$ cat src/rtl/seg_readback_if.sv
// Segment readback bus: the pattern pair sampled from the display
// encoder and the decoded status returned to the supervisor.
interface seg_readback_if #(
  parameter int ERR_CNT_W = 8
);
  logic [7:0]           seg1;
  logic [7:0]           seg2;
  logic [7:0]           value;
  logic                 value_valid;
  logic                 service;
  logic                 blank;
  logic                 error;
  logic [ERR_CNT_W-1:0] err_count;

  modport master (
    output seg1, seg2,
    input  value, value_valid, service,
    input  blank, error, err_count
  );

  modport slave (
    input  seg1, seg2,
    output value, value_valid, service,
    output blank, error, err_count
  );
endinterface

$ cat src/rtl/seg_readback_decoder.sv
// Readback checker for the two-digit countdown display: debounces
// the seg1/seg2 pair and classifies each stable pair.
module seg_readback_decoder #(
  parameter int STABLE_CYCLES = 4,
  parameter int ERR_CNT_W     = 8
) (
  input logic           clk_i,
  input logic           rst_i,
  seg_readback_if.slave bus
);

  localparam int RW = $clog2(STABLE_CYCLES + 1);
  localparam logic [RW-1:0] RUN_MAX = RW'(STABLE_CYCLES);

  typedef enum logic [1:0] {
    IDLE,
    TRACK,
    LOCKED
  } state_t;

  state_t               state_q, state_d;
  logic [15:0]          pair, samp_q, cmt_q;
  logic                 cmt_vld_q;
  logic [RW-1:0]        run_q, run_d;
  logic                 same, commit, fresh;
  logic [4:0]           d1, d2;
  logic                 is_dig, is_svc, is_blk;
  logic [7:0]           value_q, num;
  logic                 vv_q, svc_q, blk_q, err_q;
  logic [ERR_CNT_W-1:0] cnt_q;

  // {found, digit} for an exact segment-pattern match
  function automatic logic [4:0] seg_dig(input logic [7:0] s);
    unique case (s)
      8'hFC:   return 5'h10;
      8'h60:   return 5'h11;
      8'hDA:   return 5'h12;
      8'hF2:   return 5'h13;
      8'h66:   return 5'h14;
      8'hB6:   return 5'h15;
      8'hBE:   return 5'h16;
      8'hE0:   return 5'h17;
      8'hFE:   return 5'h18;
      8'hF6:   return 5'h19;
      default: return 5'h00;
    endcase
  endfunction

  always_comb begin
    pair    = {bus.seg1, bus.seg2};
    same    = (state_q != IDLE) && (pair == samp_q);
    run_d   = RW'(1);
    if (same)
      run_d = (run_q == RUN_MAX) ? run_q : run_q + 1'b1;
    state_d = state_q;
    commit  = 1'b0;
    unique case (state_q)
      IDLE:   state_d = TRACK;
      TRACK: begin
        if (run_q == RUN_MAX) begin
          commit  = 1'b1;
          state_d = same ? LOCKED : TRACK;
        end
      end
      LOCKED: if (!same) state_d = TRACK;
      default: state_d = IDLE;
    endcase
    // a pair identical to the last committed one is absorbed silently
    fresh = commit && (!cmt_vld_q || samp_q != cmt_q);
  end

  always_comb begin
    d1     = seg_dig(samp_q[15:8]);
    d2     = seg_dig(samp_q[7:0]);
    is_dig = d1[4] && d2[4];
    is_svc = samp_q == 16'h0202;
    is_blk = samp_q == 16'hFFFF;
    num    = {4'd0, d1[3:0]} * 8'd10 + {4'd0, d2[3:0]};
  end

  always_ff @(posedge clk_i) begin
    if (!rst_i) begin
      state_q   <= IDLE;
      samp_q    <= '0;
      run_q     <= '0;
      cmt_q     <= '0;
      cmt_vld_q <= 1'b0;
      value_q   <= '0;
      vv_q      <= 1'b0;
      svc_q     <= 1'b0;
      blk_q     <= 1'b0;
      err_q     <= 1'b0;
      cnt_q     <= '0;
    end else begin
      state_q <= state_d;
      samp_q  <= pair;
      run_q   <= run_d;
      vv_q    <= 1'b0;
      err_q   <= 1'b0;
      if (fresh) begin
        cmt_q     <= samp_q;
        cmt_vld_q <= 1'b1;
        unique case (1'b1)
          is_dig: begin
            value_q <= num;
            vv_q    <= 1'b1;
            svc_q   <= 1'b0;
            blk_q   <= 1'b0;
          end
          is_svc: begin
            svc_q <= 1'b1;
            blk_q <= 1'b0;
          end
          is_blk: begin
            svc_q <= 1'b0;
            blk_q <= 1'b1;
          end
          default: begin
            err_q <= 1'b1;
            if (cnt_q != '1)
              cnt_q <= cnt_q + 1'b1;
          end
        endcase
      end
    end
  end

  assign bus.value       = value_q;
  assign bus.value_valid = vv_q;
  assign bus.service     = svc_q;
  assign bus.blank       = blk_q;
  assign bus.error       = err_q;
  assign bus.err_count   = cnt_q;

endmodule

$ cat src/flat_wrapper.sv
// flat-port wrapper written by rule: the top's interface ports become plain ports
module seg_readback_decoder_flat 
#(
  parameter int STABLE_CYCLES = 4,
  parameter int ERR_CNT_W     = 8
)
  (clk_i, rst_i, bus_seg1, bus_seg2, bus_value, bus_value_valid, bus_service, bus_blank, bus_error, bus_err_count);
  seg_readback_if #(.ERR_CNT_W(ERR_CNT_W)) bus_i ();
  input logic clk_i;
  input logic rst_i;
  input wire logic [$bits(bus_i.seg1)-1:0] bus_seg1;
  input wire logic [$bits(bus_i.seg2)-1:0] bus_seg2;
  output wire logic [$bits(bus_i.value)-1:0] bus_value;
  output wire logic [$bits(bus_i.value_valid)-1:0] bus_value_valid;
  output wire logic [$bits(bus_i.service)-1:0] bus_service;
  output wire logic [$bits(bus_i.blank)-1:0] bus_blank;
  output wire logic [$bits(bus_i.error)-1:0] bus_error;
  output wire logic [$bits(bus_i.err_count)-1:0] bus_err_count;
  assign bus_i.seg1 = bus_seg1;
  assign bus_i.seg2 = bus_seg2;
  assign bus_value = bus_i.value;
  assign bus_value_valid = bus_i.value_valid;
  assign bus_service = bus_i.service;
  assign bus_blank = bus_i.blank;
  assign bus_error = bus_i.error;
  assign bus_err_count = bus_i.err_count;
  seg_readback_decoder #(.STABLE_CYCLES(STABLE_CYCLES), .ERR_CNT_W(ERR_CNT_W)) u_core (.clk_i(clk_i), .rst_i(rst_i), .bus(bus_i));
endmodule
$ cat config.mk
export PLATFORM = sky130hd
export DESIGN_NAME = seg_readback_decoder_flat
export DESIGN_NICKNAME = d
export VERILOG_FILES = /design/src/rtl/seg_readback_if.sv /design/src/rtl/seg_readback_decoder.sv /design/src/flat_wrapper.sv
export SDC_FILE = /design/constraint.sdc
export NUM_CORES = 1
export LEC_CHECK = 0
export CAP_MARGIN = 25
export CORE_MARGIN = 1
export CORE_UTILIZATION = 57
export CTS_CLUSTER_DIAMETER = 150
export DETAILED_ROUTE_END_ITERATION = 16
export DONT_BUFFER_PORTS = 1
export PLACE_DENSITY = 0.77
export SETUP_SLACK_MARGIN = 0.15
export SLEW_MARGIN = 20
export SYNTH_ARGS = -nofsm -noshare
export SYNTH_HDL_FRONTEND = slang
export SYNTH_SLANG_ARGS = --single-unit
$ cat constraint.sdc
create_clock -name clk_i -period 3.1 [get_ports clk_i]
set_clock_uncertainty 0.2 [all_clocks]
set_input_delay 0.465 -clock clk_i [delete_from_list [all_inputs] [get_ports clk_i]]
set_output_delay 0.465 -clock clk_i [all_outputs]
set_load 0.02 [all_outputs]
==> results.yml <==
logic_synthesis:
  netlist.area_leader.share: 0.3490
  synth_top_cell_by_area: "dfxtp_1"
  ys_warn_count: 0
  synthFlopType: "dfxtp_1"
  syn_area_mm2: 0.003327
  async_flop_share: 0
  ys_ff_latch: 58
  syn_inst: 396
  yosysUniqueCellTypes: 52
  synth_area_per_cell_um2: 8.401
  synth_edf_count: 0
  syn-num-nets: 426
  yosysSeqAreaShare: 0.3490
  synth_area_leaders: "dfxtp_1 35%, xor2_1 8.7%, nand2_1 6.4%"
power_and_ir_drop:
  p_leak_uw: 0.001429
  vdd_drop_max_mv: 0.3841
  p_total_uw: 1611
  powerDensity_mw_per_mm2: 436.9
global_routing:
  gr-usage-met2: 0.4202
  gr-usage-all-layers: 0.2590
  grt-busiest-layer: "met2"
  use_met1: 0.3259
  overflow: 0
  first_global_vias: 2588
  grt_max_degree: 36
  grt_pass1_wl_um: 12320
  gr-usage-met3: 0.06512
  antenna_found_initial: 0
cts:
  clock_latency_ns: 0.34
  cts_buffer_depth: 2
  clockRootBuffer: "clkbuf_8"
  ctsHtreeMaxLevel: 3
  cts_sinks: 58
  clk_pin_slew_ns: 0.07
  cts_tree: "yes"
  numCtsBuffers: 9
final_layout:
  layout-drive-gt1-share: 0.1658
  final_cell_area_mm2: 0.003689
  syn_to_final_growth_pct: 10.87
  finalNonFillerCells: 476
  fin_nets: 429
  utilization: 0.6617
  fillers: 454
  n_antenna_cell: 0
timing:
  hold_viol: 0
  setup_viol: 0
  slew_viol_final: 0
  maxSlewHeadroom: 0.4624
  rsz0062_at_grt: "yes"
  fmax_ghz: 0.3377
  post-route-period-util: 0.9551
  tightest_slew_ns: 0.7991
  fin_setup_tns_ns: 0
  period_minus_slack_ns: 2.961
status:
  status: "completed"
detailed_routing:
  wirelength_um: 7528
  via_per_inst: 5.805
  drc: 0
  drt_iter0_markers: 229
  ant_nets: 0
  vias: 2763
  firstDrtPassIters: 4
  routedWlPerCell_um: 15.82
worst_setup_path:
  r2r-start: "u_core.samp_q[11]$_SDFF_PN0_"
  required_ns: 3.12
  slowest_delay_ns: 0.47
  crit_path_start_kind: "flip-flop"
  r2r_slack_ns: 0.14
  arrival_ns: 2.98
  slowest_stage: "fa_2"
  cp-startpoint: "u_core.samp_q[11]$_SDFF_PN0_"
  crit_path_end: "u_core.bus.value[6]$_SDFFE_PN0P_"
  crit_path_end_kind: "flip-flop"
  path_common_cell: "nor2_1"
  crit_chain: "buf_4 -> xnor2_1 -> nor2_1 -> a21oi_1 -> nor2_1 -> nor2_1 -> inv_1 -> ha_1 -> ha_4 -> inv_2 -> fa_2 -> nor3b_2 -> xnor2_1 -> a211oi_2"
  worst-setup-path-type: "flip-flop to flip-flop"
  worst-path-max-fanout: 10
  rr_worst_depth: 14
  reg2reg_to: "u_core.bus.value[6]$_SDFFE_PN0P_"
job:
  maxCapViolCount: 0
floorplan:
  start_util: 0.5969
  die_w_um: 78.40
  rows: 27
  die_y_um: 78.40
  io-pin-count: 38
  die_area_mm2: 0.006147
  coreArea_mm2: 0.005574
placement:
  dp_cells: 457
  dpl.hpwl_um: 5176
  routabilityCongestion: 0.8530
  port-buffer-count: 0
  placed_area_mm2: 0.003410
worst_hold_path:
  hp-class: "primary input to flip-flop"
-- state kept, by name (all words and copies together), names as in the netlist --
name	count
u_core.bus.blank	1
u_core.bus.err_count	8
u_core.bus.error	1
u_core.bus.service	1
u_core.bus.value	8
u_core.bus.value_valid	1
u_core.cmt_q	16
u_core.cmt_vld_q	1
u_core.run_q	3
u_core.samp_q	16
u_core.state_q	2
-- synthesized netlist by cell type, types with 2 or more instances --
| cell | n |
|---|---|
| dfxtp_1 | 58 |
| nand2_1 | 57 |
| a21oi_1 | 35 |
| xor2_1 | 33 |
| nor2_1 | 20 |
| and2_1 | 16 |
| nor4_1 | 15 |
| inv_1 | 14 |
| buf_2 | 13 |
| o21ai_0 | 11 |
| ha_1 | 10 |
| nand3_1 | 10 |
| nor3_1 | 9 |
| xnor2_1 | 8 |
| clkbuf_1 | 7 |
| mux2i_1 | 7 |
| nand4_1 | 7 |
| nand2b_1 | 6 |
| a211oi_2 | 4 |
| buf_4 | 4 |
| buf_6 | 4 |
| nand4b_1 | 4 |
| nor2b_1 | 3 |
| or3_1 | 3 |
| a21o_1 | 2 |
| a2bb2oi_1 | 2 |
| and4_1 | 2 |
| fa_1 | 2 |
| nand3b_1 | 2 |
| nor3b_1 | 2 |
| nor4b_1 | 2 |
| nor4bb_1 | 2 |
| or2_2 | 2 |
| or4_1 | 2 |
-- repair_timing --
action	CTS	global route
setup buffers	2	0
hold buffers	0	0
resized for setup	3	8
endpoints found under the setup margin	2	4
pin swaps	4	8
gates cloned	0	0
-- worst max-delay path, delay by kind of cell, from the launching register on --
| kind | cells | cell delay [ns] |
|---|---|---|
| adders and majority gates | 3 | 0.97 |
| buffers and inverters | 3 | 0.30 |
| xor gates and xnor gates | 2 | 0.33 |
| DFF | 1 | 0.31 |
| and+or+nand+nor | 4 | 0.48 |
| AOI/OAI and AO/OA | 2 | 0.26 |
-- metrics by stage --
step	hold WS (ns)	setup slack (ns)
global placement	0.2512	0.1267
CTS	0.03217	0.08811
detailed placement	0.2581	0.04085
floorplan	0.2402	0.07467
global route	0.02856	0.03537
finish	0.04134	0.1392
-- area by class of cell --
type / instances / area [um2] / area share
clock inverter: 5 / 52.55 / 0.01425
timing repair buffer: 21 / 165.2 / 0.04478
multi-input combinational: 295 / 2013 / 0.5458
tap: 72 / 90.09 / 0.02442
inverter: 14 / 52.55 / 0.01425
sequential: 58 / 1164 / 0.3155
clock buffer: 11 / 151.4 / 0.04104
-- how the worst min path moves through the flow --
stage	start	end	slack, ns	depth (start not counted)
2_1_floorplan	u_core.cmt_vld_q$_SDFFE_PN0P_	u_core.cmt_vld_q$_SDFFE_PN0P_	0.24	2
3_3_place_gp	u_core.cmt_vld_q$_SDFFE_PN0P_	u_core.cmt_vld_q$_SDFFE_PN0P_	0.25	2
3_5_place_dp	u_core.cmt_q[8]$_SDFFE_PN0P_	u_core.cmt_q[8]$_SDFFE_PN0P_	0.26	2
4_1_cts	bus_seg2[4]	u_core.samp_q[4]$_SDFF_PN0_	0.03	1
5_1_grt	bus_seg2[2]	u_core.samp_q[2]$_SDFF_PN0_	0.03	1
6_report	bus_seg1[1]	u_core.samp_q[9]$_SDFF_PN0_	0.04	1
-- cell usage in the layout (no fill, tap or decap), types with 10 or more instances in the layout --
cell type / netlist / layout
nor2_1: 20 / 20
xor2_1: 33 / 33
dfxtp_1: 58 / 56
and2_1: 16 / 16
clkbuf_8: 0 / 11
a21oi_1: 35 / 34
nand3_1: 10 / 10
nand2_1: 57 / 57
inv_1: 14 / 13
nor4_1: 15 / 15
buf_4: 4 / 20
-- cell families (layout without fill, tap and decap cells) --
family / count (synthesis) / after routing / share of synthesized area
XOR/XNOR: 41 / 41 / 0.1079
multiplexers: 7 / 7 / 0.02106
adder cells (fa/ha/maj): 12 / 12 / 0.04964
buffers and inverters: 43 / 51 / 0.06845
flip-flops: 58 / 58 / 0.3490
AO/OA/AOI/OAI: 62 / 62 / 0.1215
AND/OR/NAND/NOR: 173 / 173 / 0.2824
-- where the power goes --
| group | internal [uW] | switching (uW) |
|---|---|---|
| Sequential | 758 | 23.0 |
| Clock | 410 | 313 |
| Combinational | 50.9 | 55.9 |
-- per-layer routing --
layer  vias up  routed length [um]
met1      1324                3283
li1       1364                   -
met5         -                   0
met3        12                 366
met2        63                3771
met4         0                 106
Note: power is estimated with default switching activity, not from simulation.
